==> config.mk <==
export PLATFORM = sky130hd
export DESIGN_NAME = reporter_event_capture
export DESIGN_NICKNAME = d
export VERILOG_FILES = /design/src/rtl/genetic_circuit_pkg.sv /design/src/rtl/event_fifo.sv /design/src/rtl/reporter_event_capture.sv
export SDC_FILE = /design/constraint.sdc
export NUM_CORES = 1
export LEC_CHECK = 0
export BUFFER_PORTS_ARGS = -buffer_cell sky130_fd_sc_hd__buf_4
export CAP_MARGIN = 20
export CORE_ASPECT_RATIO = 1.25
export CORE_MARGIN = 3
export CORE_UTILIZATION = 45
export DETAILED_ROUTE_END_ITERATION = 12
export HOLD_SLACK_MARGIN = 0.08
export PLACE_DENSITY_LB_ADDON = 0.2
export REMOVE_ABC_BUFFERS = 1
export SETUP_SLACK_MARGIN = 0.15
export SYNTH_ARGS = -nofsm -noshare
export SYNTH_HDL_FRONTEND = slang
export SYNTH_SLANG_ARGS = --single-unit
==> constraint.sdc <==
create_clock -name clk -period 3.06 [get_ports clk]
set_input_delay 0 -clock clk [delete_from_list [all_inputs] [get_ports clk]]
set_output_delay 0 -clock clk [all_outputs]
set_load 0.005 [all_outputs]
==> src/rtl/genetic_circuit_pkg.sv <==
// Shared definitions for the genetic logic circuit reporter path.
//   REPORTER_W       : number of reporter outputs ({out2, out1})
//   reporter_level_t : debounced reporter code
//   reporter_event_t : event record {timestamp, level} at the default
//                      timestamp width; modules with a different TS_WIDTH
//                      declare the same layout locally.
//   ST_IDLE/ST_QUAL  : debouncer FSM encodings
package genetic_circuit_pkg;

  localparam int REPORTER_W       = 2;
  localparam int TS_WIDTH_DEFAULT = 16;

  typedef logic [REPORTER_W-1:0] reporter_level_t;

  typedef struct packed {
    logic [TS_WIDTH_DEFAULT-1:0] timestamp;
    reporter_level_t             level;
  } reporter_event_t;

  localparam logic [0:0] ST_IDLE = 1'b0;
  localparam logic [0:0] ST_QUAL = 1'b1;

endpackage

==> src/rtl/event_fifo.sv <==
// Generic first-word-fall-through FIFO.
//   clk, rst_n : clock, asynchronous active-low reset (empties the FIFO)
//   push, din  : write request and data (ignored when full without a pop)
//   pop        : read request (ignored when empty)
//   dout       : head entry, valid whenever !empty; zero when empty
//   full/empty : occupancy flags
module event_fifo #(
  parameter int DEPTH = 4,
  parameter int WIDTH = 18
) (
  input  logic             clk,
  input  logic             rst_n,
  input  logic             push,
  input  logic             pop,
  input  logic [WIDTH-1:0] din,
  output logic [WIDTH-1:0] dout,
  output logic             full,
  output logic             empty
);

  localparam int AW = $clog2(DEPTH);

  logic [WIDTH-1:0] mem_q [DEPTH];
  logic [AW:0]      wr_q, wr_d;
  logic [AW:0]      rd_q, rd_d;
  logic             do_push, do_pop;

  // Pointers carry one wrap bit so full and empty are distinguishable.
  assign empty   = (wr_q == rd_q);
  assign full    = (wr_q[AW] != rd_q[AW]) && (wr_q[AW-1:0] == rd_q[AW-1:0]);
  assign do_pop  = pop && !empty;
  assign do_push = push && (!full || do_pop);

  assign wr_d = do_push ? wr_q + 1'b1 : wr_q;
  assign rd_d = do_pop  ? rd_q + 1'b1 : rd_q;

  assign dout = empty ? '0 : mem_q[rd_q[AW-1:0]];

  always_ff @(posedge clk or negedge rst_n) begin
    if (!rst_n) begin
      wr_q <= '0;
      rd_q <= '0;
    end else begin
      wr_q <= wr_d;
      rd_q <= rd_d;
    end
  end

  // Storage needs no reset: entries are only visible between the pointers.
  always_ff @(posedge clk) begin
    if (do_push) mem_q[wr_q[AW-1:0]] <= din;
  end

endmodule

==> src/rtl/reporter_event_capture.sv <==
// Captures qualified level changes of the genetic circuit's two reporters.
//   clk, rst_n     : clock, asynchronous active-low reset
//   out1, out2     : asynchronous reporter outputs
//   enable         : capture enable (freezes level/timestamp when low)
//   evt_valid      : an event is at the FIFO head
//   evt_ready      : consumer takes the head event
//   evt_data       : head event {timestamp, out2_level, out1_level}
//   level          : current debounced {out2, out1}
//   overflow       : sticky flag, an event was dropped on a full FIFO
//   clear_overflow : clears overflow (a same-cycle drop wins)
module reporter_event_capture
  import genetic_circuit_pkg::*;
#(
  parameter int STABLE_CYCLES = 4,
  parameter int TS_WIDTH      = 16,
  parameter int FIFO_DEPTH    = 4
) (
  input  logic                clk,
  input  logic                rst_n,
  input  logic                out1,
  input  logic                out2,
  input  logic                enable,
  input  logic                evt_ready,
  output logic                evt_valid,
  output logic [TS_WIDTH+1:0] evt_data,
  output logic [1:0]          level,
  output logic                overflow,
  input  logic                clear_overflow
);

  typedef struct packed {
    logic [TS_WIDTH-1:0] timestamp;
    reporter_level_t     level;
  } evt_rec_t;

  localparam logic [7:0] CNT_LAST = 8'(STABLE_CYCLES - 1);

  reporter_level_t     sync1_q, samp_q;
  reporter_level_t     level_q, level_d;
  reporter_level_t     cand_q, cand_d;
  logic [0:0]          state_q, state_d;
  logic [7:0]          cnt_q, cnt_d;
  logic [TS_WIDTH-1:0] ts_q;
  logic                overflow_q;
  logic                commit, fifo_full, fifo_empty, pop, push, drop;
  evt_rec_t            ev_in;

  // Stage 1: two-flop synchronizer; samp_q is the only view the debouncer has.
  always_ff @(posedge clk or negedge rst_n) begin
    if (!rst_n) begin
      sync1_q <= '0;
      samp_q  <= '0;
    end else begin
      sync1_q <= {out2, out1};
      samp_q  <= sync1_q;
    end
  end

  // Stage 2: debouncer. A new code must be seen STABLE_CYCLES times in a row;
  // any different code restarts the count, a return to level abandons it.
  always_comb begin
    state_d = state_q;
    cnt_d   = cnt_q;
    cand_d  = cand_q;
    level_d = level_q;
    commit  = 1'b0;
    if (!enable) begin
      state_d = ST_IDLE;
      cnt_d   = '0;
    end else begin
      case (state_q)
        ST_IDLE: begin
          if (samp_q != level_q) begin
            if (STABLE_CYCLES == 1) begin
              commit  = 1'b1;
              level_d = samp_q;
            end else begin
              state_d = ST_QUAL;
              cand_d  = samp_q;
              cnt_d   = 8'd1;
            end
          end
        end
        default: begin
          if (samp_q == level_q) begin
            state_d = ST_IDLE;
            cnt_d   = '0;
          end else if (samp_q != cand_q) begin
            cand_d = samp_q;
            cnt_d  = 8'd1;
          end else if (cnt_q == CNT_LAST) begin
            commit  = 1'b1;
            level_d = cand_q;
            state_d = ST_IDLE;
            cnt_d   = '0;
          end else begin
            cnt_d = cnt_q + 8'd1;
          end
        end
      endcase
    end
  end

  always_ff @(posedge clk or negedge rst_n) begin
    if (!rst_n) begin
      state_q <= ST_IDLE;
      cnt_q   <= '0;
      cand_q  <= '0;
      level_q <= '0;
      ts_q    <= '0;
    end else begin
      state_q <= state_d;
      cnt_q   <= cnt_d;
      cand_q  <= cand_d;
      level_q <= level_d;
      if (enable) ts_q <= ts_q + TS_WIDTH'(1);
    end
  end

  // Stage 3: event buffering. The record carries the pre-increment timestamp
  // of the commit cycle; a full FIFO only accepts when it pops the same cycle.
  assign ev_in.timestamp = ts_q;
  assign ev_in.level     = level_d;

  assign pop  = !fifo_empty && evt_ready;
  assign push = commit && (!fifo_full || pop);
  assign drop = commit && fifo_full && !pop;

  event_fifo #(
    .DEPTH (FIFO_DEPTH),
    .WIDTH (TS_WIDTH + 2)
  ) u_fifo (
    .clk   (clk),
    .rst_n (rst_n),
    .push  (push),
    .pop   (pop),
    .din   (ev_in),
    .dout  (evt_data),
    .full  (fifo_full),
    .empty (fifo_empty)
  );

  always_ff @(posedge clk or negedge rst_n) begin
    if (!rst_n)              overflow_q <= 1'b0;
    else if (drop)           overflow_q <= 1'b1;
    else if (clear_overflow) overflow_q <= 1'b0;
  end

  assign evt_valid = !fifo_empty;
  assign level     = level_q;
  assign overflow  = overflow_q;

endmodule

# == After elaboration in Yosys (flattened, before gate mapping) ==
# Memories as Yosys holds them, arrays and structs flattened.
# Index checks and enable logic that the tools add are counted.
# W data, S select, Z words.
# totals
regBits,40
ramBits,72
inputBits,7
out_inout_bits,22
elab_cells,71
memories,1
# classes
addsub,4
eq_ne,10
muxes,31
n_reduce_logical,15
# memory_table
name,depth,word_bits,rd,rd_ports_with_merged_regs,write_ports,line,text
u_fifo.mem_q,4,18,1,0,1,event_fifo.sv:23,logic [WIDTH-1:0] mem_q [DEPTH];
# op_table
op,n
$mux W8,6
$mux W18,1
$mux W2,9
$add A16 B1 Y16 const B,1
$mux W1,15
$add A8 B1 Y8 const B,1
$eq A8 B2 Y1 const B,1
$logic_and A1 B1 Y1,7
$add A3 B1 Y3 const B,2
$eq A2 B2 Y1,2
$ne A2 B2 Y1,2
$reduce_and A4 Y1,1
$reduce_bool A2 Y1,2
$eq A3 B3 Y1,1
$logic_not A1 Y1,3
$ne A3 B1 Y1 const B,1
$logic_or A1 B1 Y1,2
$ne A2 B1 Y1 const B,1
$ne A2 B2 Y1 const B,1
$ne A1 B1 Y1,1

# == Longest topological paths before layout ==
# depth
word_depth,10
mapped_depth,5
ltp_nobuf,5

# == By module ==
# A second synthesis with hierarchy kept.
# hier_totals
cells_unflattened,296
area_unflattened_um2,4784.6
# by_module_without_submodules
mod,n_inst,cells_each,area_each_um2,seq_area_each_um2
event_fifo,1,148,3146.8,2312.2
reporter_event_capture,1,148,1637.8,850.8

# == Worst setup path after synthesis ==
# No wires, ideal clock.
# synth_timing
path_type,register to register
from,register cnt_q[0]
to,"memory u_fifo.mem_q[3][0], enable pin"
setup_ps,408
t_arrival_ps,2134
required_ps,2652
path_slack_ps,517
stages_incl_launch_ff,5
path_buffers,0
period_less_slack_ps,2543
cell_sequence,dfrtp_1 ha_1 nor4b_4 nand3_1 nor4_2
# synth_via
elab_chain_cells,10
# synth_rtl
item,line,text
from (decl),reporter_event_capture.sv:42,"logic [7:0] cnt_q, cnt_d;"
from (signal assigned),reporter_event_capture.sv:113,cnt_q <= cnt_d;
$eq A8 B2 Y1,reporter_event_capture.sv:91,end else if (cnt_q == CNT_LAST) begin
$mux W1,reporter_event_capture.sv:91,
$mux W1,reporter_event_capture.sv:88,end else if (samp_q != cand_q) begin
$mux W1,reporter_event_capture.sv:85,if (samp_q == level_q) begin
$mux W1,reporter_event_capture.sv:71,case (state_q)
$mux W1,reporter_event_capture.sv:67,if (!enable) begin
$logic_and A1 B1 Y1,reporter_event_capture.sv:126,assign push = commit && (!fifo_full || pop);
$logic_and A1 B1 Y1,event_fifo.sv:32,assign do_push = push && (!full || do_pop);
$mux W1,event_fifo.sv:51,if (do_push) mem_q[wr_q[AW-1:0]] <= din;
$mux W1 (not written as such),event_fifo.sv:51,
to (decl),event_fifo.sv:23,
# No other way between the ends.

# == Worst setup path after layout ==
# layout_timing
from,register cnt_q[0]
to,"memory u_fifo.mem_q[1][11], enable pin"
# Same word-level chain as after synthesis.

==> summary.md <==
| Metric | Value |
|---|---|
| Slew HR | `about half` |
| Fin crit share | `79.6%` |
| Post-CTS sizing | `0` |
| Cell variety after synth | `40` |
| Largest net degree at the start of global routing | `41` |
| Initial antenna violation count | `0` |
| Die height | `120 um` |
| Htree depth | `3` |
| Final net count | `341` |
| Routed len/inst | `16.8 um` |
| Max-Cap Viols | `0` |
| CTS Buf Count | `9` |
| Sequential fraction of the synthesis area | `roughly two thirds` |
| # rows | `40` |
| GPL Wtd Cong | `0.780` |
| Final Non-Filler Cells | `458` |
| Combinational power share | `22.3%` |
| R2R Path Start | `cnt_q[0]` |
| Iteration-0 DRC Markers | `126` |
| Final wirelength | `between 7000 and 8000 um` |
| Leakage Power | `1.85 nW` |
| Setup-failing EPs final | `0` |
| Synth top area share | `46.4%` |
| Worst Path Required | `3.05 ns` |
| Final min period | `2.44 ns` |
| Number of synthesized flops with an enable pin | `72` |
| Post-Syn Area per Cell | `16.2 um^2` |
| Critical Path Start Type | `flop` |
| Final Slew Violations | `0` |
| Vias/cell | `5.27` |
| Setup Crit Path Kind | `flop to flop` |
| GRT Residual Overflow | `0` |
| CP Cell Sequence | `ha_1 > nor4b_4 > nand2_4 > nor4_4 > and2_2` |
| N_diodes | `0` |
| Hpwl dp | `roughly 5000 um` |
| Final hold viol count | `0` |
| Mapped Area | `around 4700 um^2` |
| DR vias | `2412` |
| CP Capture Type | `flop` |
| Hold/Removal Path Class | `input pin to asynchronous set/reset pin` |
| Post-synth ARST share | `35.7%` |
| Cell taking the most area after synthesis | `edfxtp_1` |
| Mapped Cells | `287` |
| I/O pins | `29` |
| Area occupied by multi-input gates | `approximately 1500 um^2` |
| Clk_lat worst skew | `0.34 ns` |
| Crit path DAT | `2.43 ns` |
| Status | `complete, no violations` |
| Port Buffers | `28` |
| Critical path fanouts, max | `18` |
| Worst vdd ir | `0.315 mV` |
| Vias in the first global route | `between 2k and 3k` |
| PwrDens | `698 nW/um^2` |
| Post-CTS setup buffers | `0` |
| Setup TNS | `0 ns` |
| Post-route DRC | `0` |
| Slew @ Worst Pin | `0.734 ns` |
| Pint | `between 2 and 3 mW` |
| TritonCTS clock tree | `done` |
| Dpl cells | `436` |
| Final Util | `54.4%` |
| Switching power | `0.995 mW` |
| Clock transition at path regs | `0.07 ns` |
| CP bufs+invs | `0` |
| Clk sinks | `112` |
| Clk network pwr share | `28.5%` |
| Clock Skews | `0.00530 ns` |
| Post-synth top cells | `72 x edfxtp_1, 40 x dfrtp_1, 24 x nand2_1, 19 x and2_1, 18 x mux4_2` |
| Clock Tree Buf Depth | `2` |
| Register area | `3160 um^2` |
| Filler cells | `800` |
| Main synth FF type | `edfxtp_1` |
| Net Sw Frac | `a little over a quarter` |
| Slowest stage delay, CP | `0.53 ns` |
| First-pass DRT Iterations | `4` |
| Flops & latches, synth | `112` |
| Total Routing Usage GR | `14.6%` |
| Starting density of the core | `47.3%` |
| CP max stage cell | `and2_2` |
| Die extent in x | `slightly below 100 um` |
| P&R area growth vs syn | `15.0%` |
| Syn. warnings | `0` |
| Antenna viol nets, final | `0` |
| Die Footprint | `11600 um^2` |
| Ranking of synthesized cells by area | `edfxtp_1 46%, dfrtp_1 21%, mux4_2 8.7%` |
| Register share of total power | `49.3%` |
| Core area | `9860 um^2` |
| Root Driver | `clkbuf_16` |
| Most numerous cell in the Yosys netlist | `edfxtp_1` |
| F_max | `410 MHz` |
| Share of post-route cells with drive strength above 1 | `about a quarter` |
| RSZ-0062 raised after global routing | `no` |
| Hold_buf cts | `6` |
| First-pass GRT wire length | `between 10000 and 15000 um` |
| Worst Setup SP | `cnt_q[0]` |
| Top cell family by delay on the critical path | `simple AND/OR/NAND/NOR gates` |
## flip-flops by register name, indices dropped and copies added (netlist names)
register and flops:
u_fifo.mem_q 72, u_fifo.wr_q 3, level 2, state_q 1, cnt_q 8, samp_q 2
sync1_q 2, overflow 1, u_fifo.rd_q 3, cand_q 2, ts_q 16
## kinds of logic after synthesis
family | synth area share (%)
muxes | 10.4
and+or+nand+nor | 11.2
AOI/OAI and AO/OA | 2.15
adders and majority gates | 1.88
xor gates and xnor gates | 5.26
DFF | 67.8
buffers and inverters | 1.21
## layer usage
metal | up-vias | share of wire [%] | global-route usage, %
met5 | - | 0 | 0
met4 | 0 | 2.1 | 6.06
met3 | 13 | 3.2 | 2.97
met2 | 38 | 51 | 23.9
met1 | 1206 | 44 | 19.1
li1 | 1155 | - | -
## cells in the final DEF (no fill, tap or decap), drive strengths merged, types with 3 or more instances in the layout
master       count
edfxtp          72
dfrtp           40
buf             32
nand2           25
and2            22
mux4            18
xnor2           17
xor2            11
nand3            9
clkbuf           9
nand4            8
ha               7
inv              7
nor2             6
dlygate4sd3      6
mux2             5
and3             5
nor3             5
o21ai            4
nor4             3
clkinv           3
## through the flow
stage | setup WS (ns) | cell area (um^2) | hold slack (ns) | total power, mW
detailed placement | 0.601 | 5030 | 0.0203 | 2.73
finish | 0.623 | 5360 | 0.175 | 3.74
floorplan | 0.148 | 4620 | -0.296 | 2.35
global route | 0.430 | 5360 | 0.228 | 3.93
CTS | 0.579 | 5360 | 0.185 | 3.79
global placement | 0.649 | 5030 | 0.0124 | 2.72
## final cells by class
| cell class | count | area share (%) |
|---|---|---|
| Multi-Input combinational cell | 161 | 27.1 |
| Inverter | 5 | 0.350 |
| Clock inverter | 7 | 0.863 |
| Sequential cell | 112 | 59.0 |
| Timing Repair Buffer | 38 | 5.60 |
| Tap cell | 126 | 2.94 |
| Clock buffer | 9 | 4.20 |
## power by group through the flow
| stage | combinational (mW) | sequential (mW) | clock, mW |
|---|---|---|---|
| finish | 0.833 | 1.84 | 1.07 |
| global route | 0.926 | 1.86 | 1.15 |
| CTS | 0.859 | 1.84 | 1.09 |
| detailed placement | 0.851 | 1.88 | 0 |
| global placement | 0.845 | 1.87 | 0 |
| floorplan | 0.422 | 1.92 | 0 |
## worst paths after layout
| check | slack [ns] | depth (start not counted) | endpoint |
|---|---|---|---|
| setup / recovery | 0.62 | 5 | u_fifo.mem_q[1][11] |
| hold / removal | 0.17 | 2 | cnt_q[3] |
| setup reg to reg | 0.62 | 5 | u_fifo.mem_q[1][11] |
| hold reg to reg | 0.35 | 0 | samp_q[0] |
| max in group asynchronous | 2.53 | 2 | ts_q[9] |
| min in group clk | 0.30 | 2 | sync1_q[0] |
## worst reg2reg max path, delay by kind of cell, from the launching register on
kind | cells | cell delay [ns]
flip-flops | 1 | 0.38
adder cells (fa/ha/maj) | 1 | 0.24
AND/OR/NAND/NOR | 4 | 1.46
(Power assumes the default switching activity.)
